$ cat config.mk
export PLATFORM = sky130hd
export DESIGN_NAME = key_event_queue
export DESIGN_NICKNAME = d
export VERILOG_FILES = /design/src/rtl/key_event_queue.sv
export SDC_FILE = /design/constraint.sdc
export NUM_CORES = 1
export LEC_CHECK = 0
export BUFFER_PORTS_ARGS = -buffer_cell sky130_fd_sc_hd__buf_2
export CAP_MARGIN = 20
export CORE_MARGIN = 2
export CORE_UTILIZATION = 35
export CTS_CLUSTER_DIAMETER = 30
export CTS_CLUSTER_SIZE = 16
export DETAILED_ROUTE_END_ITERATION = 8
export SETUP_SLACK_MARGIN = 0.15
export SYNTH_ARGS = -nofsm -noshare
export SYNTH_HDL_FRONTEND = slang
export SYNTH_SLANG_ARGS = --single-unit
$ cat constraint.sdc
create_clock -name clk -period 2.5 [get_ports clk]
set_input_delay 0.125 -clock clk [delete_from_list [all_inputs] [get_ports clk]]
set_output_delay 0.125 -clock clk [all_outputs]
set_load 0.1 [all_outputs]
$ cat src/rtl/key_event_queue.sv
`default_nettype none
// ============================================================================
//  Module   : key_event_queue
//  Purpose  : Turns debounced key levels into press / auto-repeat event codes
//             buffered in a small FIFO with a valid/ready pop interface.
//  Revision : 1.0  initial release
// ============================================================================
module key_event_queue #(
    parameter int DEPTH        = 4,
    parameter int REPEAT_DELAY = 400,
    parameter int REPEAT_RATE  = 120,
    parameter int CW           = 10
) (
    input  logic                     clk,
    input  logic                     rst_n,
    input  logic                     tick_1ms,
    input  logic [4:0]               key_level,
    output logic                     evt_valid,
    output logic [2:0]               evt_code,
    input  logic                     evt_ready,
    output logic [$clog2(DEPTH):0]   evt_count,
    output logic                     ovf,
    input  logic                     ovf_clr
);

    localparam int AW   = $clog2(DEPTH);
    localparam int CNTW = AW + 1;

    localparam logic [CNTW-1:0] c_DEPTH    = CNTW'(DEPTH);
    localparam logic [CNTW-1:0] c_CNT_ONE  = CNTW'(1);
    localparam logic [AW-1:0]   c_PTR_ONE  = AW'(1);
    localparam logic [CW-1:0]   c_DELAY    = CW'(REPEAT_DELAY);
    localparam logic [CW-1:0]   c_RELOAD   = CW'(REPEAT_DELAY - REPEAT_RATE);
    localparam logic [CW-1:0]   c_HOLD_ONE = CW'(1);

    logic [4:0]      r_key_prev;
    logic [4:0]      r_pend;
    logic [2:0]      r_mem [DEPTH];
    logic [AW-1:0]   r_wr_ptr;
    logic [AW-1:0]   r_rd_ptr;
    logic [CNTW-1:0] r_count;
    logic            r_ovf;

    logic [3:0]      w_rep;
    logic [4:0]      w_rise;
    logic [4:0]      w_ev;
    logic [4:0]      w_push_oh;
    logic [4:0]      w_pend_nxt;
    logic [2:0]      w_push_code;
    logic            w_valid;
    logic            w_pop;
    logic            w_room;
    logic            w_push;
    logic            w_coalesce;

    // Per-direction hold counter; reloading below the threshold spaces later
    // repeats by REPEAT_RATE ticks after the first one at REPEAT_DELAY.
    for (genvar gi = 0; gi < 4; gi++) begin : g_repeat
        logic [CW-1:0] r_hold_cnt;
        logic [CW-1:0] w_hold_inc;

        assign w_hold_inc = r_hold_cnt + c_HOLD_ONE;
        assign w_rep[gi]  = key_level[gi] & tick_1ms & (w_hold_inc == c_DELAY);

        always_ff @(posedge clk or negedge rst_n) begin
            if (!rst_n) begin
                r_hold_cnt <= '0;
            end else if (!key_level[gi]) begin
                r_hold_cnt <= '0;
            end else if (tick_1ms) begin
                r_hold_cnt <= w_rep[gi] ? c_RELOAD : w_hold_inc;
            end
        end
    end

    assign w_rise  = key_level & ~r_key_prev;
    assign w_ev    = w_rise | {1'b0, w_rep};
    assign w_valid = (r_count != '0);
    assign w_pop   = w_valid & evt_ready;
    assign w_room  = (r_count < c_DEPTH) | w_pop;
    assign w_push  = (r_pend != 5'd0) & w_room;

    always_comb begin
        w_push_code = 3'd0;
        for (int i = 4; i >= 0; i--) begin
            if (r_pend[i]) begin
                w_push_code = 3'(i);
            end
        end
    end

    // A bit leaving for the FIFO this cycle can absorb a fresh event without loss.
    always_comb begin
        w_push_oh  = w_push ? (5'b00001 << w_push_code) : 5'b00000;
        w_coalesce = |(w_ev & r_pend & ~w_push_oh);
        w_pend_nxt = w_ev | (r_pend & ~w_push_oh);
    end

    always_ff @(posedge clk or negedge rst_n) begin
        if (!rst_n) begin
            r_key_prev <= '0;
            r_pend     <= '0;
            r_wr_ptr   <= '0;
            r_rd_ptr   <= '0;
            r_count    <= '0;
            r_ovf      <= 1'b0;
            for (int i = 0; i < DEPTH; i++) begin
                r_mem[i] <= 3'd0;
            end
        end else begin
            r_key_prev <= key_level;
            r_pend     <= w_pend_nxt;
            if (w_push) begin
                r_mem[r_wr_ptr] <= w_push_code;
                r_wr_ptr        <= r_wr_ptr + c_PTR_ONE;
            end
            if (w_pop) begin
                r_rd_ptr <= r_rd_ptr + c_PTR_ONE;
            end
            if (w_push && !w_pop) begin
                r_count <= r_count + c_CNT_ONE;
            end else if (!w_push && w_pop) begin
                r_count <= r_count - c_CNT_ONE;
            end
            if (w_coalesce) begin
                r_ovf <= 1'b1;
            end else if (ovf_clr) begin
                r_ovf <= 1'b0;
            end
        end
    end

    assign evt_valid = w_valid;
    assign evt_code  = w_valid ? r_mem[r_rd_ptr] : 3'd0;
    assign evt_count = r_count;
    assign ovf       = r_ovf;

endmodule
`default_nettype wire

==> metrics.txt, run 1 <==
maximum cell stage delay along the critical path=about 0.48 ns; grt ovf=0; maximum number of pins on one net before global-route repair=27; placer congestion estimate=0.830; Max Slew Vio Count=0; setup repair after global routing missed its margin=false; number of nets in the layout=between 400 and 500; yosys warns=0; total power divided by cell area=about 960 nW/um^2; Syn Inst Count=420; reg2reg end=g_repeat[1].r_hold_cnt[7]; Avg Vias per Cell=5.38; synthesized area per cell=approximately 9.6 um^2; maximum buffer depth of the clock tree=2; Chip Height=approximately 110 um; most instantiated flip-flop cell in the synthesis netlist=dfrtp_1; Hold Crit Depth=1; type of the most critical hold path=primary input to register; fmax=452 MHz; startpoint of the most critical register-to-register path=g_repeat[1].r_hold_cnt[0]; standard cell with the maximum stage delay on the critical path=dfrtp_1; cell family with most CP delay=simple AND/OR/NAND/NOR gates; area of the core region=approximately 11,000 um^2; number of ports placed on the die boundary=18; top cells by area in the synthesized netlist=dfrtp_1 (43%), ha_1 (4.0%), nand2_1 (3.8%), xnor2_1 (3.7%), xor2_1 (3.5%); final non-filler cell area=around 4700 um^2; fraction of layout cells with a size suffix above 1=16.1%; Required @ worst endpoint=between 2 and 3 ns; cell with the most instances after synthesis=dfrtp_1; sequential share of the synthesized area=43.3%; largest area contributor in the synthesized netlist=dfrtp_1; Worst IR Drop VDD=approximately 0.00084 V; flop-to-flop setup slack=around 0.29 ns; number of maximum-capacitance constraint violations=0; via count of the first global-routing pass=roughly 3,000; clock insertion delay at the later pin of the skew report=between 0.3 and 0.4 ns; #FFs+latches synth=70; WHS=~0.046 ns; Post-CTS Repair Setup Buffers=0; Finish-stage setup viols=0; half-perimeter wire length after placement=~6 mm; WP data arrival=roughly 2.4 ns; number of antenna violations at the first check in global routing=0; total cell area at the placement stage=between 4000 and 5000 um^2; antenna fix cells=0; cell-by-cell listing of the critical path=ha_1, and4_1, a211o_1, o31a_1, or3_4, a211oi_1, nor2_1; post-synth net total=444; Final Cycle Share=88.5%; depth of the most critical reg-to-reg path=7; total wire length=between 8 and 9 mm; largest fanout on the critical path=10; top-area cell type share of the netlist area=a little over two fifths; most common library cells after synthesis=dfrtp_1 (70), nand2_1 (41), a21oi_1 (26), nor2_1 (21), o21ai_0 (20); final setup skew=about 0.0091 ns; final sum of negative setup slack=0 ns; Initial DRT Pass Iterations=4; endpoints failing hold=0; maximum level of the CTS H-tree=3; horizontal die dimension=approximately 110 um; Worst-path clk slew=0.05 ns; die area=around 12,000 um^2; CP Capture Type=register; Crit Path Class=register to register; area growth from synthesis to final layout=15.0%; clock tree from TritonCTS=built; Final Critical Period=roughly 2.2 ns; worst-margin pin slew=0.629 ns; count of unresolved DRC violations after routing=0; number of buffers created by CTS=9; Clock Sinks=70; distinct cell type count after synthesis=69; number of gates resized after cts=0; endpoint of the worst hold path=r_key_prev[2]; leakage power=1.96 nW; number of synthesized flops with an enable pin=0; Post-Synthesis Cell Area=approximately 4000 um^2; initial cell density of the core=35.6%; number of placement rows=39; vias=between 3,000 and 4,000; utilization after layout=40.9%; drt initial violations=~160; status=finished, final reports clean; WP buf/inv=0; average wire per cell in the routed design=between 10 and 15 um; quantity of hold-fixing buffers added after cts=4; first-pass GRT wire length=~15 mm; fraction of registers with async set/reset=100%; total routing resource utilization after global routing=between 10% and 20%; Antenna Nets Post-Route=0; CTS root buf=clkbuf_16; number of buffer cells added on primary ports=17; critical hold path startpoint=key_level[2]; worst slew margin relative to its limit=between 50% and 60%; Critical Path Source Type=register
==> flip-flops by register name (all words and copies together) (netlist names) <==
register and cells:
g_repeat.r_hold_cnt 40, r_wr_ptr 2, r_key_prev 5, evt_count 3, r_pend 5, ovf 1
r_rd_ptr 2, r_mem 12
==> cell type report <==
| cell class | instances | area (um^2) |
|---|---|---|
| flip-flops and latches | 70 | 1760 |
| repair buffers | 27 | 170 |
| well taps | 143 | 179 |
| inverters | 17 | 63.8 |
| multi-input cells | 313 | 2160 |
| clock inverters | 3 | 68.8 |
| fillers | 1104 | 6720 |
| clock buffers | 12 | 246 |
==> through the flow <==
| step | cells | setup WS [ns] | total power [mW] |
|---|---|---|---|
| final | 585 | 0.287 | 4.46 |
| after global routing | 585 | 0.176 | 4.69 |
| after CTS | 585 | 0.291 | 4.51 |
| after detailed placement | 566 | 0.294 | 3.13 |
| after global placement | 566 | 0.348 | 3.09 |
| after floorplan | 420 | 0.160 | 2.85 |
==> routing by layer <==
layer,up-vias,GRT usage [%],part of all wire [%]
li1,1543,-,-
met1,1541,19.9,48
met2,55,22.9,47
met3,6,3.48,3.7
met4,0,5.02,1.0
met5,-,0,0
==> layout by cell type (no fill, tap or decap), types with 3 or more instances in the layout <==
cell,synthesis,final
dfrtp_1,70,67
ha_1,13,12
dlygate4sd3_1,0,4
nand3_1,15,15
or3_1,6,5
buf_2,6,17
and3_1,3,3
xor2_1,16,16
nand3b_1,4,4
buf_4,0,6
a21oi_1,26,25
nor2b_1,5,5
nand2b_1,5,5
o21ai_0,20,20
nor4_1,4,4
nor3b_1,3,3
mux4_2,3,3
nor3_1,8,8
a31oi_1,12,12
nand2_1,41,40
and2_1,14,14
nor2_1,21,21
inv_1,14,14
and4_1,6,6
nand4_1,12,12
clkbuf_16,0,9
mux2_2,9,9
o221ai_1,3,3
clkinv_1,3,3
xnor2_1,17,17
==> cell families after synthesis <==
group	count (synthesis)	share of synthesized area (%)
AND/OR/NAND/NOR	165	22.8
AO/OA/AOI/OAI	88	13.9
flip-flops	70	43.3
buffers and inverters	37	4.02
XOR/XNOR	33	7.14
adder cells (fa/ha/maj)	14	4.51
multiplexers	13	4.42
==> how the worst max path moves through the flow <==
| stage | from | end | slack, ns | cells after the start |
|---|---|---|---|---|
| 2_1_floorplan | evt_count[0] | evt_count[2] | 0.16 | 9 |
| 3_3_place_gp | g_repeat[1].r_hold_cnt[0] | g_repeat[1].r_hold_cnt[7] | 0.35 | 7 |
| 3_5_place_dp | g_repeat[1].r_hold_cnt[0] | g_repeat[1].r_hold_cnt[7] | 0.29 | 7 |
| 4_1_cts | g_repeat[1].r_hold_cnt[0] | g_repeat[1].r_hold_cnt[7] | 0.29 | 7 |
| 5_1_grt | g_repeat[1].r_hold_cnt[0] | g_repeat[1].r_hold_cnt[7] | 0.18 | 7 |
| 6_report | g_repeat[1].r_hold_cnt[0] | g_repeat[1].r_hold_cnt[7] | 0.29 | 7 |
==> power by group <==
group | switching (mW) | total (mW) | internal, mW
combinational | 1.07 | 1.57 | 0.496
clock | 0.457 | 1.35 | 0.897
sequential | 0.193 | 1.54 | 1.35
total | 1.72 | 4.46 | 2.74
No activity file was read; power rests on OpenSTA's default activity.
==> run 2: changes to the inputs <==
CORE_MARGIN = 5   (was 2)
CTS_CLUSTER_DIAMETER = not set   (was 30)
==> metrics.txt, run 2 (synthesis gave the netlist of run 1 again) <==
Max Slew Vio Count=0 (unchanged); endpoints failing hold=0 (unchanged); relative contribution of the clock network to total power=30.5% (+0.2 points); Finish-stage setup viols=0 (unchanged); CTS root buf=clkbuf_16; fmax=463 MHz (+2.4%); final sum of negative setup slack=0 ns (unchanged); Clock Sinks=70 (unchanged); maximum cell stage delay along the critical path=0.47 ns (about the same); Final Cycle Share=86.4% (-2.1 points); status=finished, final reports clean; Critical path origin=g_repeat[1].r_hold_cnt[0]; reg2reg end=g_repeat[1].r_hold_cnt[7]; final non-filler cell area=4660 um^2 (+0.19%); number of buffers created by CTS=9 (unchanged); switching power share of the total=38.9% (+0.41 points); Chip Height=118 um (+5.4%); area of the core region=11,400 um^2 (unchanged); portion of total power attributed to sequential cells=34.6% (about the same); die area=13,800 um^2 (+11%); startpoint of the most critical register-to-register path=g_repeat[1].r_hold_cnt[0]; area growth from synthesis to final layout=15.2%; total cell area at the placement stage=4300 um^2 (+0.12%); final setup skew=0.00941 ns (+0.000330 ns); number of nets in the layout=461 (-0.22%); Crit Path Class=register to register; register bank with the most flops=g_repeat.r_hold_cnt; total wire length=8.46 mm (-1.6%); number of antenna violations at the first check in global routing=0 (unchanged); average wire per cell in the routed design=14.5 um (-1.6%); top flop regs=g_repeat.r_hold_cnt: 40 flops, r_mem: 12 flops; fraction of layout cells with a size suffix above 1=16.3% (+0.23 points); total routing resource utilization after global routing=12.7% (-1.9 points); flip-flop count of the largest register, all copies and words added=40 (unchanged); maximum number of pins on one net before global-route repair=45 (+67%); half-perimeter wire length after placement=5.91 mm (-1.3%); clock insertion delay at the later pin of the skew report=0.33 ns (about the same); type of the most critical hold path=primary input to register; number of maximum-capacitance constraint violations=0 (unchanged); count of unresolved DRC violations after routing=0 (unchanged); CP Capture Type=register; internal power=2.72 mW (-0.79%); depth of the most critical reg-to-reg path=7 (unchanged); worst-margin pin slew=0.642 ns (+0.0129 ns); drt initial violations=140 (-14%); Antenna Nets Post-Route=0 (unchanged); largest fanout on the critical path=10 (unchanged); WP data arrival=2.38 ns (-0.05 ns); Comb pwr share=34.9% (-0.2 points); number of buffer cells added on primary ports=17 (unchanged); total power divided by cell area=956 nW/um^2 (-0.32%); initial cell density of the core=35.6% (unchanged); most common library cell in the layout ignoring fill and taps=dfrtp_1; Final Critical Period=2.16 ns (-0.0525 ns); standard cell with the maximum stage delay on the critical path=dfrtp_1; switching power summed over all nets=1.74 mW (+0.92%); PnR worst setup slack=0.339 ns (+0.0525 ns); flop-to-flop setup slack=0.34 ns (+0.05 ns); Avg Vias per Cell=5.35 (-0.57%); Critical Path Source Type=register; maximum buffer depth of the clock tree=2 (unchanged); capture point of the critical path=g_repeat[1].r_hold_cnt[7]; WHS=0.0349 ns (-0.0110 ns); cell-by-cell listing of the critical path=ha_2, and4_1, a211o_1, o31a_1, or3_4, a211oi_1, nor2_1; worst slew margin relative to its limit=57.2% (-0.86 points); Filler Cell Count=1,125 (+1.9%); via count of the first global-routing pass=3,048 (+1.1%); Worst IR Drop VDD=0.000872 V (+3.8%); antenna fix cells=0 (unchanged); Initial DRT Pass Iterations=7 (+3); placer congestion estimate=0.793 (-4.4%); leakage power=1.95 nW (-0.49%); number of placement rows=39 (unchanged); horizontal die dimension=118 um (+5.4%); leading cell types in the layout, fill and taps excluded=dfrtp_1 (67), nand2_1 (40), a21oi_1 (25), nor2_1 (21), o21ai_0 (20); Worst-path clk slew=0.06 ns (about the same); dpl ws=0.294 ns (+0.000236 ns); vias=3,127 (-0.57%); Required @ worst endpoint=2.71 ns (about the same); maximum level of the CTS H-tree=3 (unchanged); clock tree from TritonCTS=built; first-pass GRT wire length=14.8 mm (-0.47%); grt ovf=0 (unchanged); number of ports placed on the die boundary=18 (unchanged); setup repair after global routing missed its margin=false
## run 2: final cells by class
type / instances / area (um^2) / area share (%)
clock buffer: 11 / 233 / 4.99
clock inverter: 5 / 83.8 / 1.80
inverter: 17 / 63.8 / 1.37
multi-input combinational: 313 / 2170 / 46.5
sequential: 70 / 1760 / 37.8
tap: 143 / 179 / 3.84
timing repair buffer: 26 / 175 / 3.76
## run 2: timing repair
item | in CTS | in global routing
buffers inserted | 0 | 0
setup endpoints to repair | 0 | 1
resized for setup | 0 | 1
hold endpoints to repair | 29 | 0
hold buffers | 4 | 0
## run 2: metal layers
layer  global-route usage (%)  wire (um)  share of wire (%)
met1                     17.1       4220                 50
met2                     19.8       3910                 46
met3                     2.74        204                2.4
met4                     5.09        121                1.4
met5                        0          0                  0
## run 2: worst min-delay path by stage
stage	cells past startpoint	slack [ns]	start	to
after floorplan	0	-0.17	rst_n	evt_count[2]
after global placement	1	0.18	rst_n	g_repeat[0].r_hold_cnt[4]
after detailed placement	1	0.19	rst_n	g_repeat[0].r_hold_cnt[4]
after CTS	1	0.03	key_level[2]	r_key_prev[2]
after global routing	1	0.04	key_level[2]	r_key_prev[2]
final	1	0.03	key_level[2]	r_key_prev[2]
## run 2: critical path, delay by kind of cell (launching register included)
family	cells	cell delay, ns
simple gates	3	0.66
compound gates	3	0.63
flops	1	0.47
fa+ha+maj	1	0.28
## run 2: power by group through the flow
stage,Combinational [mW],Sequential (mW),Clock (mW)
6_report,1.56,1.54,1.36
3_5_place_dp,1.56,1.56,0
4_1_cts,1.57,1.54,1.40
2_1_floorplan,1.13,1.71,0
3_3_place_gp,1.55,1.55,0
5_1_grt,1.66,1.58,1.45
## run 2: stage by stage
stage	util [%]	std cells	power (mW)
2_1_floorplan	-	420	2.85
3_3_place_gp	37.8	565	3.09
3_5_place_dp	37.8	565	3.13
4_1_cts	41.0	585	4.51
5_1_grt	41.0	585	4.69
6_report	41.0	585	4.46
